**config.mk**
```make
export PLATFORM = sky130hd
export DESIGN_NAME = min_stream_sched
export DESIGN_NICKNAME = d
export VERILOG_FILES = /design/src/rtl/min_stream_pkg.sv /design/src/rtl/min_cmp.sv /design/src/rtl/min_stream_sched.sv
export SDC_FILE = /design/constraint.sdc
export NUM_CORES = 1
export LEC_CHECK = 0
export BUFFER_PORTS_ARGS = -buffer_cell sky130_fd_sc_hd__buf_2
export CORE_UTILIZATION = 57
export CTS_BUF_LIST = sky130_fd_sc_hd__clkbuf_4 sky130_fd_sc_hd__clkbuf_8
export CTS_CLUSTER_DIAMETER = 150
export DETAILED_ROUTE_END_ITERATION = 16
export GPL_TIMING_DRIVEN = 0
export PLACE_DENSITY = 0.92
export SLEW_MARGIN = 10
export SYNTH_ARGS = -nofsm -noshare
export SYNTH_HDL_FRONTEND = slang
export SYNTH_SLANG_ARGS = --single-unit
export TNS_END_PERCENT = 1
```
**constraint.sdc**
```tcl
create_clock -name clk -period 2.1 [get_ports clk]
set_input_delay 0.105 -clock clk [delete_from_list [all_inputs] [get_ports clk]]
set_output_delay 0.105 -clock clk [all_outputs]
set_load 0.02 [all_outputs]
```
**src/rtl/min_stream_pkg.sv**
```systemverilog
`default_nettype none
// ============================================================================
//  Module   : min_stream_pkg
//  Purpose  : Shared definitions for the streaming minimum finder:
//             FSM state encodings and default datapath widths.
//  Contents : C_WIDTH  - default operand/result width
//             C_CNT_W  - default element-counter width
//             state_t  - scheduler FSM states
//  Revision : 1.0  initial release
// ============================================================================
package min_stream_pkg;

    localparam int C_WIDTH = 8;
    localparam int C_CNT_W = 8;

    typedef enum logic [1:0] {
        ST_IDLE  = 2'd0,
        ST_ACCUM = 2'd1,
        ST_DONE  = 2'd2
    } state_t;

endpackage : min_stream_pkg
`default_nettype wire

```
**src/rtl/min_cmp.sv**
```systemverilog
`default_nettype none
// ============================================================================
//  Module   : min_cmp
//  Purpose  : Purely combinational two-input unsigned minimum.
//             On a tie the 'a' input wins, so the earlier (accumulated)
//             operand is kept when 'a' carries the running minimum.
//  Ports    : a  in  WIDTH  first operand (running minimum)
//             b  in  WIDTH  second operand (new stream element)
//             y  out WIDTH  (a < b) ? a : b ... ties return a
//  Revision : 1.0  initial release
// ============================================================================
module min_cmp
    import min_stream_pkg::*;
#(
    parameter int WIDTH = C_WIDTH
) (
    input  logic [WIDTH-1:0] a,
    input  logic [WIDTH-1:0] b,
    output logic [WIDTH-1:0] y
);

    // b only wins when strictly smaller, which gives tie -> a.
    assign y = (b < a) ? b : a;

endmodule : min_cmp
`default_nettype wire

```
**src/rtl/min_stream_sched.sv**
```systemverilog
`default_nettype none
// ============================================================================
//  Module   : min_stream_sched
//  Purpose  : Sequential frame-minimum finder. One shared min_cmp is
//             time-multiplexed over a framed operand stream (one operand per
//             cycle, valid/ready in), the frame minimum and element count are
//             presented on a valid/ready result port.
//  Ports    : clk        in   1      rising-edge clock
//             rst        in   1      synchronous active-high reset
//             in_valid   in   1      operand valid
//             in_ready   out  1      operand can be accepted
//             in_data    in   WIDTH  operand
//             in_last    in   1      operand closes the frame
//             out_valid  out  1      result valid
//             out_ready  in   1      result consumed
//             out_min    out  WIDTH  frame minimum
//             out_count  out  CNT_W  operands in frame (saturating)
//             out_sat    out  1      count saturated during the frame
//             out_idx    out  CNT_W  0-based position of the minimum
//                                    (only with MIN_STREAM_INDEX_EN)
//  Config   : `define MIN_STREAM_INDEX_EN to add out_idx and index tracking.
//  Revision : 1.0  initial release
// ============================================================================
module min_stream_sched
    import min_stream_pkg::*;
#(
    parameter int WIDTH = C_WIDTH,
    parameter int CNT_W = C_CNT_W
) (
    input  logic             clk,
    input  logic             rst,
    input  logic             in_valid,
    output logic             in_ready,
    input  logic [WIDTH-1:0] in_data,
    input  logic             in_last,
    output logic             out_valid,
    input  logic             out_ready,
    output logic [WIDTH-1:0] out_min,
    output logic [CNT_W-1:0] out_count,
    output logic             out_sat
`ifdef MIN_STREAM_INDEX_EN
    ,
    output logic [CNT_W-1:0] out_idx
`endif
);

    state_t           r_state;
    state_t           w_state_nxt;

    logic [WIDTH-1:0] r_acc;
    logic [CNT_W-1:0] r_cnt;
    logic             r_sat;
    logic [WIDTH-1:0] r_out_min;
    logic [CNT_W-1:0] r_out_count;
    logic             r_out_sat;

    logic             w_xfer_in;
    logic             w_xfer_out;
    logic             w_cnt_max;
    logic [WIDTH-1:0] w_min;
    logic [WIDTH-1:0] w_acc_nxt;
    logic [CNT_W-1:0] w_cnt_nxt;
    logic             w_sat_nxt;

    // ------------------------------------------------------------------
    // Shared comparator: running minimum against the incoming operand.
    // ------------------------------------------------------------------
    min_cmp #(
        .WIDTH (WIDTH)
    ) u_min_cmp (
        .a (r_acc),
        .b (in_data),
        .y (w_min)
    );

    // ------------------------------------------------------------------
    // FSM next state and handshake outputs (depend on state only, so
    // both ready and valid come straight from registers).
    // ------------------------------------------------------------------
    always_comb begin
        w_state_nxt = r_state;
        in_ready    = 1'b0;
        out_valid   = 1'b0;
        case (r_state)
            ST_IDLE, ST_ACCUM: begin
                in_ready = 1'b1;
                if (in_valid) begin
                    w_state_nxt = in_last ? ST_DONE : ST_ACCUM;
                end
            end
            ST_DONE: begin
                out_valid = 1'b1;
                if (out_ready) begin
                    w_state_nxt = ST_IDLE;
                end
            end
            default: w_state_nxt = ST_IDLE;
        endcase
    end

    assign w_xfer_in  = in_valid & in_ready;
    assign w_xfer_out = out_valid & out_ready;
    assign w_cnt_max  = (r_cnt == {CNT_W{1'b1}});

    // Accumulator values after accepting the current operand. The first
    // operand of a frame (IDLE) seeds the accumulator instead of comparing.
    always_comb begin
        w_acc_nxt = r_acc;
        w_cnt_nxt = r_cnt;
        w_sat_nxt = r_sat;
        if (r_state == ST_IDLE) begin
            w_acc_nxt = in_data;
            w_cnt_nxt = CNT_W'(1);
            w_sat_nxt = 1'b0;
        end else begin
            w_acc_nxt = w_min;
            w_cnt_nxt = w_cnt_max ? r_cnt : r_cnt + CNT_W'(1);
            w_sat_nxt = r_sat | w_cnt_max;
        end
    end

    always_ff @(posedge clk) begin
        if (rst) begin
            r_state     <= ST_IDLE;
            r_acc       <= '0;
            r_cnt       <= '0;
            r_sat       <= 1'b0;
            r_out_min   <= '0;
            r_out_count <= '0;
            r_out_sat   <= 1'b0;
        end else begin
            r_state <= w_state_nxt;
            if (w_xfer_in) begin
                r_acc <= w_acc_nxt;
                r_cnt <= w_cnt_nxt;
                r_sat <= w_sat_nxt;
                // Result registers only move when the frame closes.
                if (in_last) begin
                    r_out_min   <= w_acc_nxt;
                    r_out_count <= w_cnt_nxt;
                    r_out_sat   <= w_sat_nxt;
                end
            end
        end
    end

    assign out_min   = r_out_min;
    assign out_count = r_out_count;
    assign out_sat   = r_out_sat;

`ifdef MIN_STREAM_INDEX_EN
    // ------------------------------------------------------------------
    // Position of the minimum. The incoming operand's 0-based position
    // equals the current count, which also gives the required saturation.
    // The comparator output differs from acc only when in_data < acc, so
    // ties keep the earlier position without a second comparator.
    // ------------------------------------------------------------------
    logic [CNT_W-1:0] r_idx;
    logic [CNT_W-1:0] r_out_idx;
    logic [CNT_W-1:0] w_idx_nxt;

    always_comb begin
        w_idx_nxt = r_idx;
        if (r_state == ST_IDLE) begin
            w_idx_nxt = '0;
        end else if (w_min != r_acc) begin
            w_idx_nxt = r_cnt;
        end
    end

    always_ff @(posedge clk) begin
        if (rst) begin
            r_idx     <= '0;
            r_out_idx <= '0;
        end else if (w_xfer_in) begin
            r_idx <= w_idx_nxt;
            if (in_last) begin
                r_out_idx <= w_idx_nxt;
            end
        end
    end

    assign out_idx = r_out_idx;
`endif

    // Result consumption only affects the FSM; kept explicit for clarity.
    logic w_unused;
    assign w_unused = w_xfer_out;

endmodule : min_stream_sched
`default_nettype wire

```
==> results.py <==
metrics = {
    "critical_path": {
        "critPathMaxFanout": 7,
        "r2r_slack_ns": 0.05,
        "reg2reg_from": "r_acc[6]",
        "path_class": "reg -> reg",
        "worstSetupStartpoint": "r_acc[6]",
        "critPathTopFamily": "compound AO/OA/AOI/OAI gates",
        "arrival_ns": 2.34,
        "slowest_stage": "dfxtp_2",
        "crit_path_start_kind": "register",
        "endpoint_kind": "register",
        "cp_cell_sequence": "inv_1 > ha_1 > and3_4 > a221oi_4 > o22ai_4 > buf_6 > or3_1 > a21oi_1",
        "slowest_delay_ns": 0.35,
        "cp.required_ns": 2.39,
        "timing.critical_path.buf_inv": 2,
    },
    "synth": {
        "seq_area_frac_synth_pct": 39.7,
        "synth_compound_area_share_pct": 21.8,
        "synthTopCellsByCount": "36 x dfxtp_1, 22 x a21oi_1, 19 x nor2_1",
        "synth_most_common_cell": "dfxtp_1",
        "synth_area_mm2": 0.00182,
        "synth_top_family_by_area": "compound AO/OA/AOI/OAI gates",
        "postSynthAreaPerCell_um2": 8.37,
        "yosys.area.top_type": "dfxtp_1",
        "synthAdderAreaFrac_pct": 5.51,
        "syn_nets": 238,
        "netlist_top_cells_area": "dfxtp_1 40%, a21oi_1 6.1%, ha_1 5.5%",
        "syn_inst": 217,
        "synth_ff_type": "dfxtp_1",
        "synth-edff-count": 0,
        "synth_cell_types": 42,
        "synthSimpleGateAreaFrac_pct": 19.2,
        "synth_xor_area_share_pct": 0.964,
        "yosys-mux-area-fraction_pct": 5.03,
        "synth-seq-cells": 36,
        "ys_warn_count": 0,
        "synthArstFlopShare_pct": 0,
        "netlist.area_leader.share_pct": 39.7,
    },
    "routing": {
        "drc_errors": 0,
        "drtIter0Drc": 88,
        "postRouteAntennaNets": 0,
        "drtPass1Iterations": 4,
        "wl_per_cell_um": 15.4,
        "via_per_inst": 5.89,
        "finalWirelength_um": 4690,
        "vias": 1790,
    },
    "die": {
        "core_mm2": 0.00303,
        "io_pins": 32,
        "dieArea_mm2": 0.00342,
        "row_count": 20,
        "initial_utilization_pct": 60.0,
        "dieHeight_um": 58.5,
        "fp.dieW_um": 58.5,
    },
    "power_and_ir_drop": {
        "pwr-share-comb_pct": 19.1,
        "clkPwrFrac_pct": 33.1,
        "p_total_mw": 1.53,
        "power.internal_mw": 1.08,
        "p_sw_share_pct": 29.4,
        "p_sw_mw": 0.450,
        "p_leak_nw": 0.860,
        "p_seq_share_pct": 47.8,
        "max-vdd-ir-drop_mv": 0.444,
        "power_density_mw_per_mm2": 700,
    },
    "cells_and_area": {
        "area_growth_syn_to_layout_pct": 20.5,
        "n_fill_cell": 224,
        "seq_area_um2": 723,
        "nets": 280,
        "drive_above_1_share_pct": 23.8,
        "multi_input_area_um2": 996,
        "postLayoutCellArea_mm2": 0.00219,
        "final_core_util_pct": 72.3,
        "antenna_cells": 0,
    },
    "placed_design": {
        "portBuffers": 31,
        "gp_congestion": 0.898,
        "post_dp_cell_area_mm2": 0.00203,
        "post-dp-hpwl_um": 3010,
    },
    "sta": {
        "period_needed_ns": 2.05,
        "finalSetupViolCount": 0,
        "hold_violations": 0,
        "fmax_mhz": 488,
        "maxSlewHeadroom_pct": 61.7,
        "worstMarginPinSlew_ns": 0.575,
        "setup_tns_ns": 0,
        "timing.final.max_slew_violations": 0,
        "finalCritPeriodShare_pct": 97.6,
        "skew_ns": 0.00537,
    },
    "global_route": {
        "grt_pass1_vias": 1621,
        "grt_max_degree": 13,
        "antenna_found_initial": 0,
        "track_usage_pct": 28.9,
        "grt_pass1_wl_um": 7370,
        "grt-ovfl-total": 0,
    },
    "clock_network": {
        "numCtsBuffers": 5,
        "post_cts_buffers": 0,
        "clk_pin_slew_ns": 0.11,
        "clockBufferDepth": 2,
        "cts.sinks": 36,
        "cts_tree": "yes",
        "cts_root_buf": "clkbuf_4",
        "h-tree-depth": 2,
        "insertion_delay_ns": 0.36,
    },
    "worst_hold_path": {
        "worstHoldStart": "in_data[6]",
        "holdCritPathClass": "in -> reg",
    },
    "flow_run": {
        "maxCapViolations": 0,
    },
    "outcome": {
        "status": "finished clean",
    },
}
worst reg2reg max path: cells and delay by family (launching register included):
| kind | cells | cell delay, ns |
|---|---|---|
| adder cells (fa/ha/maj) | 1 | 0.31 |
| AND/OR/NAND/NOR | 2 | 0.48 |
| flip-flops | 1 | 0.35 |
| buffers and inverters | 2 | 0.21 |
| AO/OA/AOI/OAI | 3 | 0.62 |
registers in the layout (all words and copies together), names as in the netlist:
register / cells
r_cnt: 8
out_sat: 1
out_min: 8
r_state: 2
r_sat: 1
out_count: 8
r_acc: 8
power by group through the flow:
stage / registers [mW] / clock network [mW] / logic, mW
2_1_floorplan: 0.760 / 0 / 0.167
3_3_place_gp: 0.746 / 0 / 0.249
3_5_place_dp: 0.747 / 0 / 0.257
4_1_cts: 0.731 / 0.503 / 0.265
5_1_grt: 0.737 / 0.536 / 0.320
6_report: 0.733 / 0.507 / 0.293
worst paths after layout:
path,end,depth (start not counted)
worst max-delay path,r_acc[4],8
worst max register to register,r_acc[4],8
worst min register to register,out_count[1],2
worst min-delay path,r_acc[6],4
cells by family after synthesis:
logic type / count (synthesis)
AOI/OAI and AO/OA: 61
xor gates and xnor gates: 2
adders and majority gates: 8
buffers and inverters: 31
DFF: 36
muxes: 9
and+or+nand+nor: 70
what timing repair did:
action / 4_1_cts / 5_1_grt
endpoints found under the setup margin: 0 / 16
hold buffers: 3 / 0
hold endpoints to repair: 2 / 0
resized for setup: 0 / 10
layer usage:
| layer | track usage, % | routed length [µm] | up-vias | part of all wire [%] |
|---|---|---|---|---|
| li1 | - | - | 855 | - |
| met1 | 36.4 | 1870 | 843 | 40 |
| met2 | 46.1 | 2310 | 81 | 49 |
| met3 | 7.47 | 389 | 11 | 8.3 |
| met4 | 14.3 | 121 | 0 | 2.6 |
| met5 | 0 | 0 | - | 0 |
layout by cell type (no fill, tap or decap), types with 2 or more instances in the layout:
master | netlist | final
a311oi_1 | 2 | 2
o21ai_0 | 13 | 13
a21oi_2 | 0 | 2
dfxtp_2 | 0 | 2
inv_1 | 16 | 16
buf_2 | 3 | 34
or3_2 | 4 | 4
o211ai_1 | 2 | 2
ha_1 | 8 | 7
a211oi_1 | 9 | 9
nand3_1 | 5 | 5
nor2_1 | 19 | 19
buf_6 | 3 | 3
nand2_1 | 18 | 18
dfxtp_1 | 36 | 34
nand4_1 | 2 | 2
o41ai_1 | 2 | 2
a31oi_1 | 3 | 3
or3_1 | 5 | 5
a21oi_1 | 22 | 20
nor3_1 | 4 | 4
dlygate4sd3_1 | 0 | 3
mux2i_1 | 8 | 8
nand3b_1 | 4 | 4
clkbuf_1 | 8 | 8
clkbuf_4 | 0 | 5
nor2b_1 | 2 | 2
final cells by class:
type	instances	area share (%)
tap	44	2.51
multi-input combinational	150	45.5
timing repair buffer	35	8.80
sequential	36	33.0
buffer	14	3.60
inverter	17	2.91
clock buffer	5	1.71
clock inverter	3	1.94
stage by stage:
stage / setup slack, ns / hold slack, ns / std cells
finish: 0.0507 / 0.0715 / 304
global route: -0.0377 / 0.0865 / 304
CTS: 0.0103 / 0.0759 / 303
detailed placement: 0.0424 / 0.342 / 292
global placement: 0.0770 / 0.342 / 292
floorplan: 0.193 / 0.218 / 217
Power figures use the tool's default switching activity.
